==> src/rtl/mips_pipe_pkg.sv <==
// Shared definitions for mips_pipe_core: ISA encodings, control decode and stage-register layouts.
// With MIPS_PIPE_CORE_FWD_EN the ID/EX register also carries source register numbers for forwarding.
package mips_pipe_pkg;

    localparam int XLEN = 32;

    localparam logic [5:0] OP_RTYPE = 6'h00;
    localparam logic [5:0] OP_J     = 6'h02;
    localparam logic [5:0] OP_BEQ   = 6'h04;
    localparam logic [5:0] OP_ADDI  = 6'h08;
    localparam logic [5:0] OP_LW    = 6'h23;
    localparam logic [5:0] OP_SW    = 6'h2B;

    localparam logic [5:0] FN_ADD = 6'h20;
    localparam logic [5:0] FN_SUB = 6'h22;
    localparam logic [5:0] FN_AND = 6'h24;
    localparam logic [5:0] FN_OR  = 6'h25;
    localparam logic [5:0] FN_SLT = 6'h2A;

    typedef enum logic [2:0] {
        ALU_ADD = 3'd0,
        ALU_SUB = 3'd1,
        ALU_AND = 3'd2,
        ALU_OR  = 3'd3,
        ALU_SLT = 3'd4
    } alu_op_e;

    typedef struct packed {
        logic    reg_write;
        logic    mem_read;
        logic    mem_write;
        logic    branch;
        logic    jump;
        logic    alu_src;
        logic    uses_rs;
        logic    uses_rt;
        logic    dest_rd;
        alu_op_e alu_op;
    } ctrl_t;

    typedef struct packed {
        logic [XLEN-1:0] pc;
        logic [XLEN-1:0] instr;
    } if_id_t;

    typedef struct packed {
        logic            reg_write;
        logic            mem_read;
        logic            mem_write;
        logic            branch;
        logic            alu_src;
        alu_op_e         alu_op;
        logic [XLEN-1:0] pc;
        logic [XLEN-1:0] rs_val;
        logic [XLEN-1:0] rt_val;
        logic [XLEN-1:0] imm;
`ifdef MIPS_PIPE_CORE_FWD_EN
        logic [4:0]      rs;
        logic [4:0]      rt;
`endif
        logic [4:0]      dest;
    } id_ex_t;

    typedef struct packed {
        logic            reg_write;
        logic            mem_read;
        logic            mem_write;
        logic [XLEN-1:0] alu_res;
        logic [XLEN-1:0] store_data;
        logic [4:0]      dest;
    } ex_mem_t;

    typedef struct packed {
        logic            reg_write;
        logic [XLEN-1:0] wdata;
        logic [4:0]      dest;
    } mem_wb_t;

    // Unsupported opcodes and functs decode to all-zero control, i.e. a NOP.
    function automatic ctrl_t decode(input logic [5:0] op, input logic [5:0] funct);
        ctrl_t c;
        c = '0;
        case (op)
            OP_RTYPE: begin
                c.reg_write = 1'b1;
                c.uses_rs   = 1'b1;
                c.uses_rt   = 1'b1;
                c.dest_rd   = 1'b1;
                case (funct)
                    FN_ADD:  c.alu_op = ALU_ADD;
                    FN_SUB:  c.alu_op = ALU_SUB;
                    FN_AND:  c.alu_op = ALU_AND;
                    FN_OR:   c.alu_op = ALU_OR;
                    FN_SLT:  c.alu_op = ALU_SLT;
                    default: c = '0;
                endcase
            end
            OP_ADDI: begin
                c.reg_write = 1'b1;
                c.alu_src   = 1'b1;
                c.uses_rs   = 1'b1;
            end
            OP_LW: begin
                c.reg_write = 1'b1;
                c.mem_read  = 1'b1;
                c.alu_src   = 1'b1;
                c.uses_rs   = 1'b1;
            end
            OP_SW: begin
                c.mem_write = 1'b1;
                c.alu_src   = 1'b1;
                c.uses_rs   = 1'b1;
                c.uses_rt   = 1'b1;
            end
            OP_BEQ: begin
                c.branch  = 1'b1;
                c.uses_rs = 1'b1;
                c.uses_rt = 1'b1;
            end
            OP_J:    c.jump = 1'b1;
            default: c = '0;
        endcase
        return c;
    endfunction

endpackage

==> src/rtl/mips_pipe_regfile.sv <==
// 32x32 register file: two combinational reads, one write port, $0 hardwired to zero.
// A read of the register being written this cycle returns the incoming value.
module mips_pipe_regfile
    import mips_pipe_pkg::*;
(
    input  logic            clk_i,
    input  logic            rst_ni,
    input  logic [4:0]      ra1_i,
    input  logic [4:0]      ra2_i,
    output logic [XLEN-1:0] rd1_o,
    output logic [XLEN-1:0] rd2_o,
    input  logic            we_i,
    input  logic [4:0]      wa_i,
    input  logic [XLEN-1:0] wd_i
);

    logic [XLEN-1:0] regs_q [32];

    always_ff @(posedge clk_i or negedge rst_ni) begin
        if (!rst_ni) begin
            for (int i = 0; i < 32; i++) begin
                regs_q[i] <= '0;
            end
        end else if (we_i && (wa_i != 5'd0)) begin
            regs_q[wa_i] <= wd_i;
        end
    end

    always_comb begin
        rd1_o = regs_q[ra1_i];
        if (ra1_i == 5'd0) begin
            rd1_o = '0;
        end else if (we_i && (wa_i == ra1_i)) begin
            rd1_o = wd_i;
        end
    end

    always_comb begin
        rd2_o = regs_q[ra2_i];
        if (ra2_i == 5'd0) begin
            rd2_o = '0;
        end else if (we_i && (wa_i == ra2_i)) begin
            rd2_o = wd_i;
        end
    end

endmodule

==> src/rtl/mips_pipe_core.sv <==
// Five-stage in-order MIPS-subset core (IF/ID/EX/MEM/WB) with external ROM and data RAM.
// Define MIPS_PIPE_CORE_FWD_EN for EX operand forwarding; otherwise ID stalls on any RAW hazard.
module mips_pipe_core
    import mips_pipe_pkg::*;
#(
    parameter logic [31:0] RESET_PC = 32'd0,
    parameter int          DW       = 32
) (
    input  logic          clk,
    input  logic          rst,
    input  logic [DW-1:0] idata,
    output logic [DW-1:0] iaddr,
    input  logic [DW-1:0] ddin,
    output logic          dwr,
    output logic [DW-1:0] daddr,
    output logic [DW-1:0] ddout
);

    logic [XLEN-1:0] pc_q, pc_d;
    if_id_t          if_id_q, if_id_d;
    id_ex_t          id_ex_q, id_ex_d;
    ex_mem_t         ex_mem_q, ex_mem_d;
    mem_wb_t         mem_wb_q, mem_wb_d;

    logic [XLEN-1:0] id_instr;
    ctrl_t           id_ctrl;
    logic [4:0]      id_rs, id_rt, id_rd, id_dest;
    logic [XLEN-1:0] id_imm, id_rs_val, id_rt_val, jump_target;
    logic            stall;

    assign id_instr    = if_id_q.instr;
    assign id_ctrl     = decode(id_instr[31:26], id_instr[5:0]);
    assign id_rs       = id_instr[25:21];
    assign id_rt       = id_instr[20:16];
    assign id_rd       = id_instr[15:11];
    assign id_imm      = {{16{id_instr[15]}}, id_instr[15:0]};
    assign jump_target = {if_id_q.pc[31:26], id_instr[25:0]};
    // A zero destination doubles as "writes nothing", which keeps hazard checks simple.
    assign id_dest     = !id_ctrl.reg_write ? 5'd0 : (id_ctrl.dest_rd ? id_rd : id_rt);

    mips_pipe_regfile u_regfile (
        .clk_i  (clk),
        .rst_ni (rst),
        .ra1_i  (id_rs),
        .ra2_i  (id_rt),
        .rd1_o  (id_rs_val),
        .rd2_o  (id_rt_val),
        .we_i   (mem_wb_q.reg_write),
        .wa_i   (mem_wb_q.dest),
        .wd_i   (mem_wb_q.wdata)
    );

    logic hit_ex;
`ifndef MIPS_PIPE_CORE_FWD_EN
    logic hit_mem;
`endif

    always_comb begin
        hit_ex = (id_ex_q.dest != 5'd0) &&
                 ((id_ctrl.uses_rs && (id_ex_q.dest == id_rs)) ||
                  (id_ctrl.uses_rt && (id_ex_q.dest == id_rt)));
`ifdef MIPS_PIPE_CORE_FWD_EN
        stall = hit_ex && id_ex_q.mem_read;
`else
        hit_mem = (ex_mem_q.dest != 5'd0) &&
                  ((id_ctrl.uses_rs && (ex_mem_q.dest == id_rs)) ||
                   (id_ctrl.uses_rt && (ex_mem_q.dest == id_rt)));
        stall = hit_ex || hit_mem;
`endif
    end

    logic [XLEN-1:0] ex_a, ex_b, ex_opb, ex_res, branch_target;
    logic            branch_taken;

    always_comb begin
        ex_a = id_ex_q.rs_val;
        ex_b = id_ex_q.rt_val;
`ifdef MIPS_PIPE_CORE_FWD_EN
        // MEM/WB first so the younger EX/MEM result overrides it.
        if ((mem_wb_q.dest != 5'd0) && (mem_wb_q.dest == id_ex_q.rs)) ex_a = mem_wb_q.wdata;
        if ((mem_wb_q.dest != 5'd0) && (mem_wb_q.dest == id_ex_q.rt)) ex_b = mem_wb_q.wdata;
        if ((ex_mem_q.dest != 5'd0) && (ex_mem_q.dest == id_ex_q.rs)) ex_a = ex_mem_q.alu_res;
        if ((ex_mem_q.dest != 5'd0) && (ex_mem_q.dest == id_ex_q.rt)) ex_b = ex_mem_q.alu_res;
`endif
    end

    always_comb begin
        ex_opb = id_ex_q.alu_src ? id_ex_q.imm : ex_b;
        case (id_ex_q.alu_op)
            ALU_ADD: ex_res = ex_a + ex_opb;
            ALU_SUB: ex_res = ex_a - ex_opb;
            ALU_AND: ex_res = ex_a & ex_opb;
            ALU_OR:  ex_res = ex_a | ex_opb;
            ALU_SLT: ex_res = {31'd0, $signed(ex_a) < $signed(ex_opb)};
            default: ex_res = '0;
        endcase
        branch_taken  = id_ex_q.branch && (ex_a == ex_b);
        branch_target = id_ex_q.pc + 32'd1 + id_ex_q.imm;
    end

    always_comb begin
        pc_d           = pc_q + 32'd1;
        if_id_d.pc     = pc_q;
        if_id_d.instr  = idata;

        id_ex_d           = '0;
        id_ex_d.reg_write = id_ctrl.reg_write;
        id_ex_d.mem_read  = id_ctrl.mem_read;
        id_ex_d.mem_write = id_ctrl.mem_write;
        id_ex_d.branch    = id_ctrl.branch;
        id_ex_d.alu_src   = id_ctrl.alu_src;
        id_ex_d.alu_op    = id_ctrl.alu_op;
        id_ex_d.pc        = if_id_q.pc;
        id_ex_d.rs_val    = id_rs_val;
        id_ex_d.rt_val    = id_rt_val;
        id_ex_d.imm       = id_imm;
`ifdef MIPS_PIPE_CORE_FWD_EN
        id_ex_d.rs        = id_rs;
        id_ex_d.rt        = id_rt;
`endif
        id_ex_d.dest      = id_dest;

        // A taken branch outranks a stall or jump: the instruction in ID is on the wrong path.
        if (branch_taken) begin
            pc_d    = branch_target;
            if_id_d = '0;
            id_ex_d = '0;
        end else if (stall) begin
            pc_d    = pc_q;
            if_id_d = if_id_q;
            id_ex_d = '0;
        end else if (id_ctrl.jump) begin
            pc_d    = jump_target;
            if_id_d = '0;
        end

        ex_mem_d.reg_write  = id_ex_q.reg_write;
        ex_mem_d.mem_read   = id_ex_q.mem_read;
        ex_mem_d.mem_write  = id_ex_q.mem_write;
        ex_mem_d.alu_res    = ex_res;
        ex_mem_d.store_data = ex_b;
        ex_mem_d.dest       = id_ex_q.dest;

        mem_wb_d.reg_write = ex_mem_q.reg_write;
        mem_wb_d.wdata     = ex_mem_q.mem_read ? ddin : ex_mem_q.alu_res;
        mem_wb_d.dest      = ex_mem_q.dest;
    end

    always_ff @(posedge clk or negedge rst) begin
        if (!rst) begin
            pc_q     <= RESET_PC;
            if_id_q  <= '0;
            id_ex_q  <= '0;
            ex_mem_q <= '0;
            mem_wb_q <= '0;
        end else begin
            pc_q     <= pc_d;
            if_id_q  <= if_id_d;
            id_ex_q  <= id_ex_d;
            ex_mem_q <= ex_mem_d;
            mem_wb_q <= mem_wb_d;
        end
    end

    assign iaddr = pc_q;
    assign dwr   = ex_mem_q.mem_write;
    assign daddr = ex_mem_q.alu_res;
    assign ddout = ex_mem_q.store_data;

endmodule

==> config.mk <==
export PLATFORM = sky130hd
export DESIGN_NAME = mips_pipe_core
export DESIGN_NICKNAME = d
export VERILOG_FILES = /design/src/rtl/mips_pipe_pkg.sv /design/src/rtl/mips_pipe_regfile.sv /design/src/rtl/mips_pipe_core.sv
export SDC_FILE = /design/constraint.sdc
export NUM_CORES = 2
export LEC_CHECK = 0
export ABC_AREA = 1
export BUFFER_PORTS_ARGS = -buffer_cell sky130_fd_sc_hd__buf_2
export CORE_MARGIN = 1.5
export CORE_UTILIZATION = 45
export CTS_CLUSTER_DIAMETER = 30
export DETAILED_ROUTE_END_ITERATION = 12
export PLACE_DENSITY_LB_ADDON = 0.2
export SYNTH_ARGS = -nofsm -noshare
export SYNTH_HDL_FRONTEND = slang
export SYNTH_SLANG_ARGS = --single-unit
==> constraint.sdc <==
create_clock -name clk -period 6.21 [get_ports clk]
set_input_delay 0.621 -clock clk [delete_from_list [all_inputs] [get_ports clk]]
set_output_delay 0.621 -clock clk [all_outputs]
set_load 0.005 [all_outputs]
## Word level (Yosys, flattened, before mapping)

Index checks and enable logic that the tools add are counted.

| storage, ports and cells | value |
|---|---|
| output and inout bits | 97 |
| memories | 0 |
| bits of input ports | 66 |
| bits in latches | 0 |
| RAM bits | 0 |
| register bits | 1371 |
| ROM bits | 0 |

| operators by class | value |
|---|---|
| multiplexer cells | 37 |
| bitwise logic cells | 5 |
| shift operators | 0 |
| multipliers | 0 |
| reduce and logical (&&, ||, !) cells | 26 |
| div/mod/pow operators | 0 |
| equal/unequal tests | 22 |
| magnitude comparators | 5 |
| add/subtract/negate cells | 5 |

Operators by type and width:

| cell | number |
|---|---|
| $bwmux W1024 | 1 |
| $mux W32 | 14 |
| $bmux W32 S5 | 2 |
| $mux W141 | 2 |
| $mux W64 | 3 |
| $demux W32 S5 | 1 |
| $pmux W32 S5 | 1 |
| $add A32 B1 Y32 const B | 2 |
| $add A32 B32 Y32 | 2 |
| $eq A6 B6 Y1 const B | 7 |
| $and A32 B32 Y32 | 1 |
| $eq A32 B32 Y1 | 1 |
| $lt A32 B32 Y1 | 1 |
| $or A32 B32 Y32 | 1 |
| $sub A32 B32 Y32 | 1 |
| $eq A5 B5 Y1 | 6 |
| $ge A6 B6 Y1 const B | 3 |
| $not A5 Y6 | 3 |
| $pmux W1 S2 | 8 |
| $reduce_bool A5 Y1 | 3 |
| $pmux W3 S4 | 1 |
| $logic_and A1 B1 Y1 | 11 |
| $logic_not A5 Y1 | 2 |
| $mux W5 | 2 |
| other kinds (17) | 21 |

## Longest topological paths before layout

| depth | value |
|---|---|
| word-level depth | 10 |
| mapped depth | 19 |
| depth with buffers taken out | 19 |

## Modules after synthesis

A second synthesis with hierarchy kept.

| unflattened totals | value |
|---|---|
| cells, all modules | 12168 |
| area total of the unflattened synthesis | 82469.1 um^2 |

By module, submodules not included:

| module | instances | seq. area each (um^2) | area each (um^2) | cells each |
|---|---|---|---|---|
| mips_pipe_regfile | 1 | 25624.6 | 59336.9 | 8816 |
| mips_pipe_core | 1 | 8282.9 | 23132.2 | 3352 |

## Worst setup path before layout

Ideal clock, no wire load.

| timing | value |
|---|---|
| path kind | register -> register |
| start | reg id_ex_q[35] (netlist name) |
| end | reg ex_mem_q, in the netlist daddr[0] |
| slack | 3.423 ns |
| period minus slack after synthesis | 2.787 ns |
| required time | 6.084 ns |
| buffers on the path | 2 |
| arrival | 2.662 ns |
| cell stages (with the launch flop) | 16 |
| cell sequence | dfrtp_1 nand2_1 clkinv_1 clkbuf_1 a21oi_1 ha_1 clkbuf_1 inv_1 a21oi_1 o21ai_0 a21oi_1 nor2_1 nor2_1 nand3_1 nand3_1 nand2_1 |

RTL lines:

| what | line | source |
|---|---|---|
| start, declared | mips_pipe_core.sv:21 | `id_ex_t id_ex_q, id_ex_d;` |
| start signal, assigned | mips_pipe_core.sv:159 | `id_ex_q <= id_ex_d;` |
| end signal, assigned | mips_pipe_core.sv:160 | `ex_mem_q <= ex_mem_d;` |
| end, declared | mips_pipe_core.sv:22 | `ex_mem_t ex_mem_q, ex_mem_d;` |

==> impl_metrics.yaml <==
logic_synthesis:
  synth_seq_cells: 1355
  yosysWarnings: 0
  synth_ff_type: "dfrtp_1"
  syn_inst: 10930
  synth_edf_count: 0
  synth_nets: 11140
  yosysSeqAreaShare: 0.4300
  synthDistinctLibCells: 48
  synthArstFlopShare: 1.000
  avgSynthCellArea_um2: 7.214
  syn_area_um2: 78860
detailed_routing:
  dr.pass1.iters: 8
  wl_um: 317500
  wl_per_cell_um: 23.77
  viasPerCell: 5.888
  drcViolationCount: 0
  ant_nets: 0
  drt_iter0_markers: 10960
  vias: 78650
place:
  io_buffers: 162
  hpwl_um: 188800
  postPlaceCellArea_um2: 79980
  place.gp.congestion: 0.9934
  post-place-ws_ns: 2.407
  dp.cells: 12650
floorplan:
  die_height_um: 421.6
  die_x_um: 421.6
  die_area_um2: 177800
  start_util: 0.4532
  ios: 163
  core-area_um2: 174000
  num_rows: 153
grt:
  antenna_found_initial: 9
  grt_usage: 0.3487
  grt_remaining_overflow: 0
  first_global_vias: 73950
  grt_pass1_wl_um: 472400
  grt_max_degree: 253
final_layout:
  fin_cells: 13360
  fin_util: 0.5350
  area_delta_synth_final_pct: 18.06
  drive_gt1_frac: 0.09412
  fin_area_um2: 93100
  nets: 10950
clocking:
  cts_tree: "done"
  cts_max_level: 5
  numCtsBuffers: 365
  cts_resized: 0
  cts_hold_buf: 53
  clockBufferDepth: 4
  insertion_delay_ns: 0.96
  post_cts_buffers: 0
  clkSlewWorstSetupHoldPaths_ns: 0.05
  cts-root-buf: "clkbuf_16"
  clock_sinks: 1355
setup_path:
  end_kind: "flip-flop"
  startpoint_type: "flip-flop"
  startpoint: "id_ex_q[136]"
  cp_data_arrival_time_ns: 4.70
  crit_fanout: 31
  endpoint: "daddr[0]"
  crit_required_ns: 6.97
  r2r-end: "daddr[0]"
  rr_worst_depth: 18
  reg2reg_slack_ns: 2.27
  max_stage_delay_ns: 0.55
  path_common_cell: "nand2_1"
  critPathKind: "flip-flop to flip-flop"
  r2r_start: "id_ex_q[136]"
  path_cells: "buf_4, inv_1, or2_2, o21ai_0, inv_1, fa_1, inv_1, nand2_1, nor2_1, nor2_1, o21ai_0, nand2_1, nand2_1, nand2_1, nand2_1, nand2_1, nand3_1, nand2_1"
  slowest_stage: "o21ai_0"
timing:
  fmax_mhz: 253.7
  setup_viol: 0
  final_hold_viol_count: 0
  holdWs_ns: 0.01840
  maxSlewHeadroom: 0.1021
  worst_clock_skew_ns: 0.07466
  fin_ws_ns: 2.269
  drv_slew: 0
  rsz0062_at_grt: "false"
  fin_crit_ns: 3.941
  setup_tns_ns: 0
  tightestPinTransition_ns: 1.344
  min_period_over_period: 0.6347
power_and_ir_drop:
  finalPower_mw: 35.38
  cellPowerDensity_nw_per_um2: 380.0
  p_leak_nw: 43.24
  peakVddDrop_uv: 260.5
status:
  status: "completed"
job:
  drv_cap: 0
min_path:
  hp-class: "input pin to flip-flop"
how the worst min path moves through the flow:
stage	from	endpoint	slack, ns	cells after the start
5_1_grt	ddin[16]	mem_wb_q[21]	0.01	2
3_3_place_gp	ex_mem_d[70]	ex_mem_q[70]	0.33	0
3_5_place_dp	ex_mem_q[71]	mem_wb_q[37]	0.33	0
6_report	ddin[16]	mem_wb_q[21]	0.02	2
4_1_cts	idata[24]	id_instr[24]	0.0004	3
2_1_floorplan	rst	daddr[0]	0.33	0
cell usage after synthesis (2+ instances only):
library cell / n / area, um^2
clkinv_1: 5 / 18.77
fa_1: 3 / 60.06
inv_2: 11 / 41.29
a31oi_1: 16 / 100.1
nand2_1: 2489 / 9343
inv_1: 1080 / 4054
nor4_4: 3 / 63.81
buf_4: 95 / 713.2
or2_0: 2 / 12.51
xnor2_1: 28 / 245.2
and3_1: 3 / 18.77
o211ai_1: 279 / 2095
o21ai_1: 74 / 370.4
buf_6: 23 / 259.0
and2_1: 7 / 43.79
ha_1: 137 / 1714
o21bai_1: 9 / 67.56
nand3b_1: 19 / 142.6
o2111ai_1: 10 / 87.58
a21oi_1: 1078 / 5395
mux2_2: 32 / 360.4
buf_2: 212 / 1061
or2_2: 21 / 131.4
dfrtp_1: 1355 / 33910
buf_1: 78 / 292.8
clkbuf_1: 495 / 1858
nor2_1: 606 / 2275
nor2_2: 6 / 37.54
o21ai_0: 1748 / 8748
xor2_1: 22 / 192.7
nand4_1: 74 / 462.9
nand3_1: 832 / 4164
o21a_1: 4 / 30.03
o221ai_1: 2 / 17.52
o21ai_2: 2 / 17.52
a21o_1: 2 / 15.01
nor2_4: 4 / 45.04
nor3b_1: 6 / 45.04
o22ai_1: 24 / 150.1
nor3_1: 27 / 135.1
cell families (layout without fill, tap and decap cells):
family / after synthesis / after routing / synth area share
AND/OR/NAND/NOR: 4104 / 4104 / 0.2151
AO/OA/AOI/OAI: 3251 / 3251 / 0.2171
buffers and inverters: 1999 / 2096 / 0.1052
flip-flops: 1355 / 1355 / 0.4300
adder cells (fa/ha/maj): 140 / 140 / 0.02250
XOR/XNOR: 50 / 50 / 0.005553
multiplexers: 32 / 32 / 0.004570
other: 0 / 4 / 0
cell type report:
type	count	area [um^2]
antenna	4	10.01
timing repair buffer	351	2653
clock buffer	465	10150
sequential	1355	33940
fill	16570	80920
inverter	1096	4139
clock inverter	184	2422
tap	2325	2909
multi-input combinational	7577	36880
report_power, final:
group / internal (mW) / switching [mW] / leakage, nW
clock: 13.6 / 5.74 / 6.14
sequential: 9.34 / 0.891 / 18.4
combinational: 1.57 / 4.29 / 18.7
total: 24.5 / 10.9 / 43.2
state kept, by name (all words and copies together) (netlist names):
signal / cells
u_regfile.regs_q: 1024
id_ex_q: 53
mem_wb_q: 38
daddr: 32
ddout: 32
ex_a: 32
ex_b: 32
iaddr: 32
id_instr: 32
if_id_q: 32
ex_mem_d: 8
ex_mem_q: 7
dwr: 1
cell usage in the layout (no fill, tap or decap), types with 22 or more instances in the layout:
cell type	Yosys	final
nand2_1	2489	2473
o21ai_0	1748	1748
dfrtp_1	1355	1345
inv_1	1080	1079
a21oi_1	1078	1078
nand3_1	832	828
nor2_1	606	594
clkbuf_16	0	369
o211ai_1	279	279
buf_2	212	161
ha_1	137	137
buf_4	95	114
o21ai_1	74	74
nand4_1	74	74
clkinv_2	0	74
clkbuf_8	0	56
dlygate4sd3_1	0	53
bufinv_16	0	52
clkbuf_1	495	40
clkinvlp_4	0	35
mux2_2	32	32
xnor2_1	28	28
nor3_1	27	24
o22ai_1	24	24
buf_12	0	23
xor2_1	22	22
critical path, delay by kind of cell, from the launching register on:
family | cells | cell delay [ns]
DFF | 1 | 0.32
AOI/OAI and AO/OA | 2 | 0.78
buffers and inverters | 4 | 0.90
adders and majority gates | 1 | 0.44
and+or+nand+nor | 11 | 1.32
metal layers:
metal / up-vias / part of all wire / track usage
met2: 4547 / 0.43 / 0.5167
met3: 900 / 0.10 / 0.06285
met5: - / 0.000069 / 0
li1: 35680 / - / -
met1: 37510 / 0.41 / 0.4845
met4: 4 / 0.055 / 0.1851
No activity file was read; power rests on OpenSTA's default activity.
